<file path="src/rtl/pmem_types_pkg.sv">
// Shared physical-memory types for the cacheline adapter: beat/line widths,
// line/beat typedefs, adapter state encoding and an address-alignment helper.
package pmem_types_pkg;

  localparam int BEAT_W  = 64;
  localparam int BEATS   = 4;
  localparam int LINE_W  = BEAT_W * BEATS;
  localparam int ADDR_W  = 32;
  localparam int CNT_W   = 2;
  localparam int BEAT_SH = 6;   // log2(BEAT_W): beat index -> bit offset

  typedef logic [LINE_W-1:0] line_t;
  typedef logic [BEAT_W-1:0] beat_t;

  typedef enum logic [1:0] {
    ST_IDLE,
    ST_READ,
    ST_WRITE,
    ST_DONE
  } adapter_state_e;

  function automatic logic [ADDR_W-1:0] line_align(input logic [ADDR_W-1:0] a);
    return a & ~ADDR_W'(LINE_W / 8 - 1);
  endfunction

endpackage

</file>
<file path="src/rtl/cacheline_adapter_perf.sv">
// Saturating transaction/stall counters for the cacheline adapter.
// Only instantiated when CACHELINE_ADAPTER_PERF_EN is defined.
module cacheline_adapter_perf (
  input  logic        clk,
  input  logic        rst,
  input  logic        rd_done_i,
  input  logic        wr_done_i,
  input  logic        stall_i,
  output logic [31:0] perf_reads_o,
  output logic [31:0] perf_writes_o,
  output logic [31:0] perf_stall_o
);

  logic [31:0] reads_q, writes_q, stall_q;

  function automatic logic [31:0] sat_inc(input logic [31:0] v);
    return (v == 32'hFFFF_FFFF) ? v : v + 32'd1;
  endfunction

  always_ff @(posedge clk) begin
    if (rst) begin
      reads_q  <= '0;
      writes_q <= '0;
      stall_q  <= '0;
    end else begin
      if (rd_done_i) reads_q  <= sat_inc(reads_q);
      if (wr_done_i) writes_q <= sat_inc(writes_q);
      if (stall_i)   stall_q  <= sat_inc(stall_q);
    end
  end

  assign perf_reads_o  = reads_q;
  assign perf_writes_o = writes_q;
  assign perf_stall_o  = stall_q;

endmodule

</file>
<file path="src/rtl/cacheline_adapter.sv">
// Converts one 256-bit line request into a 4-beat x 64-bit memory burst and back.
// Optional performance counters are added when CACHELINE_ADAPTER_PERF_EN is defined.
module cacheline_adapter
  import pmem_types_pkg::*;
(
  input  logic              clk,
  input  logic              rst,
  input  logic              line_read,
  input  logic              line_write,
  input  logic [ADDR_W-1:0] line_address,
  input  line_t             line_wdata,
  output line_t             line_rdata,
  output logic              line_resp,
  output logic              mem_read,
  output logic              mem_write,
  output logic [ADDR_W-1:0] mem_address,
  output beat_t             mem_wdata,
  input  beat_t             mem_rdata,
  input  logic              mem_resp
`ifdef CACHELINE_ADAPTER_PERF_EN
  ,
  output logic [31:0]       perf_reads,
  output logic [31:0]       perf_writes,
  output logic [31:0]       perf_stall
`endif
);

  adapter_state_e     state_q;
  logic [CNT_W-1:0]   cnt_q, cnt_d;
  line_t              wdata_q, line_rdata_q;
  logic [ADDR_W-1:0]  mem_address_q;
  beat_t              mem_wdata_q;
  logic               mem_read_q, mem_write_q, line_resp_q;
  logic               last_beat;

  assign cnt_d     = cnt_q + 1'b1;
  assign last_beat = mem_resp && (cnt_q == CNT_W'(BEATS - 1));

  always_ff @(posedge clk) begin
    if (rst) begin
      state_q       <= ST_IDLE;
      cnt_q         <= '0;
      wdata_q       <= '0;
      line_rdata_q  <= '0;
      mem_address_q <= '0;
      mem_wdata_q   <= '0;
      mem_read_q    <= 1'b0;
      mem_write_q   <= 1'b0;
      line_resp_q   <= 1'b0;
    end else begin
      case (state_q)
        ST_IDLE: begin
          cnt_q <= '0;
          // Writeback takes priority over fill; a held read is taken next IDLE.
          if (line_write) begin
            mem_address_q <= line_align(line_address);
            wdata_q       <= line_wdata;
            mem_wdata_q   <= line_wdata[BEAT_W-1:0];
            mem_write_q   <= 1'b1;
            state_q       <= ST_WRITE;
          end else if (line_read) begin
            mem_address_q <= line_align(line_address);
            mem_read_q    <= 1'b1;
            state_q       <= ST_READ;
          end
        end
        ST_READ: begin
          if (mem_resp) begin
            line_rdata_q[{cnt_q, {BEAT_SH{1'b0}}} +: BEAT_W] <= mem_rdata;
            cnt_q <= cnt_d;
            if (last_beat) begin
              mem_read_q  <= 1'b0;
              line_resp_q <= 1'b1;
              state_q     <= ST_DONE;
            end
          end
        end
        ST_WRITE: begin
          if (mem_resp) begin
            cnt_q       <= cnt_d;
            mem_wdata_q <= wdata_q[{cnt_d, {BEAT_SH{1'b0}}} +: BEAT_W];
            if (last_beat) begin
              mem_write_q <= 1'b0;
              line_resp_q <= 1'b1;
              state_q     <= ST_DONE;
            end
          end
        end
        ST_DONE: begin
          line_resp_q <= 1'b0;
          cnt_q       <= '0;
          state_q     <= ST_IDLE;
        end
        default: state_q <= ST_IDLE;
      endcase
    end
  end

  assign line_rdata  = line_rdata_q;
  assign line_resp   = line_resp_q;
  assign mem_read    = mem_read_q;
  assign mem_write   = mem_write_q;
  assign mem_address = mem_address_q;
  assign mem_wdata   = mem_wdata_q;

`ifdef CACHELINE_ADAPTER_PERF_EN
  logic rd_done, wr_done, stall;

  assign rd_done = (state_q == ST_READ)  && last_beat;
  assign wr_done = (state_q == ST_WRITE) && last_beat;
  assign stall   = (mem_read_q || mem_write_q) && !mem_resp;

  cacheline_adapter_perf u_perf (
    .clk          (clk),
    .rst          (rst),
    .rd_done_i    (rd_done),
    .wr_done_i    (wr_done),
    .stall_i      (stall),
    .perf_reads_o (perf_reads),
    .perf_writes_o(perf_writes),
    .perf_stall_o (perf_stall)
  );
`endif

endmodule
</file>
<file path="config.mk">
export PLATFORM = sky130hd
export DESIGN_NAME = cacheline_adapter
export DESIGN_NICKNAME = d
export VERILOG_FILES = /design/src/rtl/pmem_types_pkg.sv /design/src/rtl/cacheline_adapter_perf.sv /design/src/rtl/cacheline_adapter.sv
export SDC_FILE = /design/constraint.sdc
export NUM_CORES = 1
export LEC_CHECK = 0
export CORE_MARGIN = 10
export CORE_UTILIZATION = 34
export CTS_CLUSTER_DIAMETER = 200
export DETAILED_ROUTE_END_ITERATION = 8
export GPL_TIMING_DRIVEN = 1
export PLACE_DENSITY = 0.65
export SETUP_SLACK_MARGIN = 0.3
export SYNTH_ARGS = -nofsm -noshare
export SYNTH_HDL_FRONTEND = slang
export SYNTH_SLANG_ARGS = --single-unit
</file>
<file path="constraint.sdc">
create_clock -name clk -period 2 [get_ports clk]
set_input_delay 0.4 -clock clk [delete_from_list [all_inputs] [get_ports clk]]
set_output_delay 0.4 -clock clk [all_outputs]
set_load 0.01 [all_outputs]
</file>
==> flow_metrics.tcl, run 1 <==
set metrics [dict create \
    critPathKind "reg -> reg" \
    rows 95 \
    postCtsHoldBufs 0 \
    arrival_ps 2410 \
    synth_cell_type_count 38 \
    synth_ff_type "dfxtp_1" \
    end_kind "flop" \
    synthArstFlopShare 0 \
    slew_viol_final 0 \
    synth.most_common_cell "dfxtp_1" \
    grt_start_max_net_pins 94 \
    dp_hpwl_um 67900 \
    syn_inst 2670 \
    clock_sink_count 610 \
    yosysTopAreaCellShare 0.528 \
    cts_made_buffers 69 \
    top_layer_used "met5" \
    post-route-period-util 0.965 \
    status "finished clean" \
    portBuffers 701 \
    die_h_um 281 \
    path_clk_slew_ps 70 \
    max-slew-margin-rel 0.641 \
    finClkSkew_ps 32.3 \
    num_vias 22600 \
    hp-class "in -> reg" \
    wl_met3_um 8400 \
    insertion_delay_ps 610 \
    wl_um 99400 \
    first_pass_iters 5 \
    die_w_um 281 \
    placed_area_um2 32100 \
    area_delta_synth_final_pct 58.6 \
    synth_edf_count 0 \
    wl_per_cell_um 22.7 \
    yosysWarnings 0 \
    drt_iter0_drc 1635 \
    drv_cap 0 \
    synthTopCellsByArea "dfxtp_1, nand2_1, a22oi_1, a21oi_1, mux2i_1" \
    gp_congestion 0.835 \
    drc 0 \
    drt-met1-wl_um 39700 \
    worst_pin_slew_ps 523 \
    ir_worst_vdd_uv 749 \
    final_nets 3807 \
    antenna_found_initial 32 \
    ys_seq_elements 610 \
    h-tree-depth 3 \
    drive_gt1_frac 0.155 \
    cp-start-kind "flop" \
    cts_tree "built" \
    finalCriticalPeriod_ps 1930 \
    finalHoldViolations 0 \
    setup_viol 0 \
    cts_buffer_depth 3 \
    syn_avg_cell_area_um2 8.66 \
    io_pins 712 \
    grt_pass1_vias 21600 \
    ant_nets 0 \
    rsz0062_at_grt "true" \
    core_um2 67300 \
    p_leak_nw 14.6 \
    die-area_um2 78800 \
    root_buffer "clkbuf_16" \
    grt_usage 0.230 \
    fin_setup_tns_ps 0 \
    viasPerCell 5.16 \
    critPathMaxFanout 6 \
    critPathRequiredTime_ps 2480 \
    gr-total-overflow 0 \
    synthTopCellsByCount "dfxtp_1, nand2_1, a21oi_1, nor2_1, a22oi_1" \
    grt_first_pass_wirelength_um 139000 \
    fmaxAchievable_mhz 518 \
    start_util 0.344 \
    stdcell_area_um2 36700 \
    p_per_area_nw_per_um2 1160 \
    syn_area_um2 23100 \
    wl_met2_um 47600 \
    yosysSeqAreaShare 0.528 \
    yosysTopAreaCell "dfxtp_1" \
]
## worst paths after layout
check	slack (ps)	from	depth (start not counted)	end
max	70	cnt_q[0]$_SDFFE_PP0P_	10	mem_wdata[31]$_SDFFE_PP0P_
min reg2reg	450	mem_address[5]$_SDFFE_PP0P_	2	mem_address[5]$_SDFFE_PP0P_
max reg2reg	70	cnt_q[0]$_SDFFE_PP0P_	10	mem_wdata[31]$_SDFFE_PP0P_
min	120	rst	2	line_rdata[255]$_SDFFE_PP0P_
## metal layers
layer | vias up | global-route usage
li1 | 10700 | -
met1 | 10800 | 0.276
met2 | 918 | 0.375
met3 | 184 | 0.0668
met4 | 18 | 0.102
met5 | - | 0
## metrics by stage
step            util  hold WS [ps]  cells  total power, mW  worst slack, ps
5_1_grt        0.545           106   4381             44.5             7.53
2_1_floorplan      -           436   2674             21.2             36.4
3_5_place_dp   0.477           445   4156             27.2             -223
6_report       0.545           121   4385             42.7             70.3
3_3_place_gp   0.477           441   4156             27.0             -176
4_1_cts        0.527          85.0   4325             41.8             65.3
## logic make-up (layout without fill, tap and decap cells)
kind of cell,after synthesis,count (layout),share of synthesized area
other cells,1,25,0.000162
mux,132,132,0.0572
buf+inv,241,1059,0.0474
fa+ha+maj,10,10,0.00541
flops,610,610,0.528
simple gates,1061,1061,0.191
compound gates,614,614,0.171
xor+xnor,1,1,0.000379
## flip-flops by register name, indices dropped and copies added (netlist names), 2 cells and up
signal	flops
line_rdata	256
mem_wdata	64
state_q	2
mem_address	27
cnt_q	2
wdata_q	256
## worst max-delay path: stages (launching register included)
cell and delay, ps:
dfxtp_4 430, inv_8 50, ha_4 270, buf_12 140
nand2_8 120, buf_12 170, buf_4 140, buf_6 120
o22ai_2 90, nor3_2 200, nor3_1 60
## power breakdown
group	internal [mW]	switching (mW)	total [mW]
Sequential	13.9	1.03	14.9
Clock	7.66	5.36	13.0
Combinational	7.01	7.73	14.7
Total	28.5	14.1	42.7
## cells in the final DEF (no fill, tap or decap), drive strengths merged
cell type / instances
a211oi: 2
a21oi: 286
a22o: 55
a22oi: 201
a2bb2oi: 2
a31oi: 1
a41oi: 1
and2: 2
buf: 217
bufbuf: 3
bufinv: 7
clkbuf: 105
clkdlybuf4s15: 45
clkdlybuf4s18: 1
clkdlybuf4s50: 403
clkinv: 15
clkinvlp: 3
conb: 5
dfxtp: 610
diode: 20
dlygate4sd2: 246
dlymetal6s2s: 4
ha: 10
inv: 10
mux2: 1
mux2i: 131
nand2: 570
nand2b: 3
nand3: 5
nor2: 273
nor2b: 73
nor3: 130
nor3b: 1
nor4: 1
nor4b: 3
o21a: 1
o21ai: 1
o22ai: 64
xnor2: 1
## cell type report
type | instances | area [um^2]
Inverter | 6 | 35.0
Tap cell | 873 | 1090
Antenna cell | 20 | 50.0
Multi-Input combinational cell | 1823 | 10900
Clock inverter | 29 | 405
Timing Repair Buffer | 930 | 10100
Sequential cell | 610 | 12200
Fill cell | 6048 | 30600
Clock buffer | 94 | 1900
## what timing repair did
action | CTS | global route
cloned | 17 | 13
resized for setup | 477 | 117
buffers inserted | 29 | 27
pin swaps | 67 | 48
endpoints found under the setup margin | 657 | 413
No activity file was read; power rests on OpenSTA's default activity.
==> run 2, diff against run 1 <==
--- a/config.mk
+++ b/config.mk
@@ -10,7 +10,7 @@
 export CTS_CLUSTER_DIAMETER = 200
 export DETAILED_ROUTE_END_ITERATION = 8
 export GPL_TIMING_DRIVEN = 1
-export PLACE_DENSITY = 0.65
+export PLACE_DENSITY = 0.75
 export SETUP_SLACK_MARGIN = 0.3
 export SYNTH_ARGS = -nofsm -noshare
 export SYNTH_HDL_FRONTEND = slang
==> flow_metrics.tcl, run 2 (synthesized netlist as in run 1, its figures left out) <==
set metrics [dict create \
    rows 95 \
    gr-total-overflow 0 \
    setup_viol 0 \
    critPathKind "reg -> reg" \
    cts_made_buffers 66 \
    drt_iter0_drc 1722 \
    critPathMaxFanout 11 \
    top_layer_used "met5" \
    grt_first_pass_wirelength_um 133000 \
    slowest_stage "dfxtp_4" \
    ir_worst_vdd_uv 664 \
    first_pass_iters 5 \
    finalCriticalPeriod_ps 1920 \
    grt_start_max_net_pins 93 \
    wl_per_cell_um 22.2 \
    cts_tree "built" \
    drv_cap 0 \
    wl_um 96700 \
    gp_congestion 0.877 \
    num_vias 22700 \
    p_leak_nw 14.3 \
    hp-class "in -> reg" \
    final_cell_mix "dfxtp_1, nand2_1, clkdlybuf4s50_1, a21oi_1, nor2_1" \
    wl_met3_um 9980 \
    seq_area_um2 12200 \
    finalHoldViolations 0 \
    status "finished clean" \
    grt_pass1_vias 21600 \
    drive_gt1_frac 0.130 \
    die_w_um 281 \
    core_um2 67300 \
    end_kind "flop" \
    fmaxAchievable_mhz 520 \
    post-route-period-util 0.962 \
    critPathRequiredTime_ps 2540 \
    portBuffers 701 \
    path_cells "inv_8 > ha_4 > nor4b_4 > nor3b_4 > buf_6 > buf_12 > a22o_2" \
    drt-met1-wl_um 35700 \
    grt_usage 0.218 \
    root_buffer "clkbuf_16" \
    postCtsHoldBufs 0 \
    antenna_found_initial 35 \
    final_common_cell "dfxtp_1" \
    max-slew-margin-rel 0.611 \
    io_pins 712 \
    cts_buffer_depth 3 \
    clock_sink_count 610 \
    viasPerCell 5.22 \
    insertion_delay_ps 600 \
    cp-start-kind "flop" \
    wl_met2_um 46400 \
    fillers 6079 \
    final_nets 3771 \
    start_util 0.344 \
    arrival_ps 2470 \
    area_delta_synth_final_pct 53.0 \
    drc 0 \
    p_per_area_nw_per_um2 1130 \
    die_h_um 281 \
    rsz0062_at_grt "true" \
    multi_input_area_um2 10300 \
    die-area_um2 78800 \
    worst_pin_slew_ps 583 \
    final_util 0.526 \
    fin_setup_tns_ps 0 \
    h-tree-depth 3 \
    path_clk_slew_ps 60 \
    slew_viol_final 0 \
    dp_hpwl_um 66800 \
    ant_nets 0 \
    slowest_delay_ps 420 \
    finClkSkew_ps 20.3 \
]
[run 2: changes by cell type in the layout (fill, tap and decap cells not counted), moves of 10 or more]
| cell | previous run | this run |
|---|---|---|
| clkdlybuf4s50_1 | 403 | 383 |
| nor3_2 | 32 | 7 |
| buf_12 | 70 | 52 |
| mux2i_2 | 19 | 2 |
| dlygate4sd2_1 | 246 | 266 |
| mux2i_1 | 106 | 129 |
| clkdlybuf4s15_1 | 31 | 21 |
| o22ai_4 | 16 | 2 |
| a22oi_2 | 6 | 27 |
| buf_16 | 18 | 7 |
| a22oi_1 | 195 | 174 |
| nor3_1 | 95 | 123 |
| o22ai_1 | 21 | 59 |
| o22ai_2 | 27 | 3 |
[run 2: final timing paths]
check	cells after the start	startpoint	end	slack, ps
worst max-delay path	7	cnt_q[0]$_SDFFE_PP0P_	line_rdata[163]$_SDFFE_PP0P_	80
worst min-delay path	2	rst	line_rdata[252]$_SDFFE_PP0P_	130
worst max register to register	7	cnt_q[0]$_SDFFE_PP0P_	line_rdata[163]$_SDFFE_PP0P_	80
worst min register to register	2	mem_address[9]$_SDFFE_PP0P_	mem_address[9]$_SDFFE_PP0P_	450
[run 2: worst max-delay path, delay by kind of cell, from the launching register on]
| family | cells | cell delay, ps |
|---|---|---|
| simple gates | 2 | 560 |
| compound gates | 1 | 140 |
| flops | 1 | 420 |
| fa+ha+maj | 1 | 320 |
| buf+inv | 3 | 410 |
[run 2: cell type report]
type / count / area share
tap: 873 / 0.0309
clock buffer: 94 / 0.0536
multi-input combinational: 1823 / 0.292
antenna: 27 / 0.00191
timing repair buffer: 897 / 0.266
sequential: 610 / 0.346
clock inverter: 23 / 0.00891
inverter: 6 / 0.00106
[run 2: metal layers]
layer	vias up	track usage
li1	10700	-
met5	-	0
met2	1033	0.364
met4	24	0.111
met1	10800	0.241
met3	216	0.0780
[run 2: power breakdown]
| group | internal, mW | switching, mW | leakage, nW |
|---|---|---|---|
| combinational | 5.67 | 7.10 | 8.24 |
| clock | 7.23 | 5.23 | 1.09 |
| sequential | 13.9 | 0.984 | 4.98 |
| total | 26.8 | 13.3 | 14.3 |
[run 2: repair_timing]
item                       4_1_cts  5_1_grt
buffers inserted                11       17
gates cloned                     5       23
gates resized for setup        399       94
setup endpoints to repair      670      488
pin swaps                        4       41
[run 2: per-stage QoR]
step	hold slack [ps]	std cells	setup WS [ps]	total power, mW	area, um^2
2_1_floorplan	436	2674	36.4	21.2	23300
3_3_place_gp	440	4153	-164	26.6	32000
3_5_place_dp	445	4153	-205	26.8	32000
4_1_cts	95.5	4286	80.2	39.3	34200
5_1_grt	121	4344	-12.0	41.9	35400
6_report	125	4353	75.3	40.1	35400
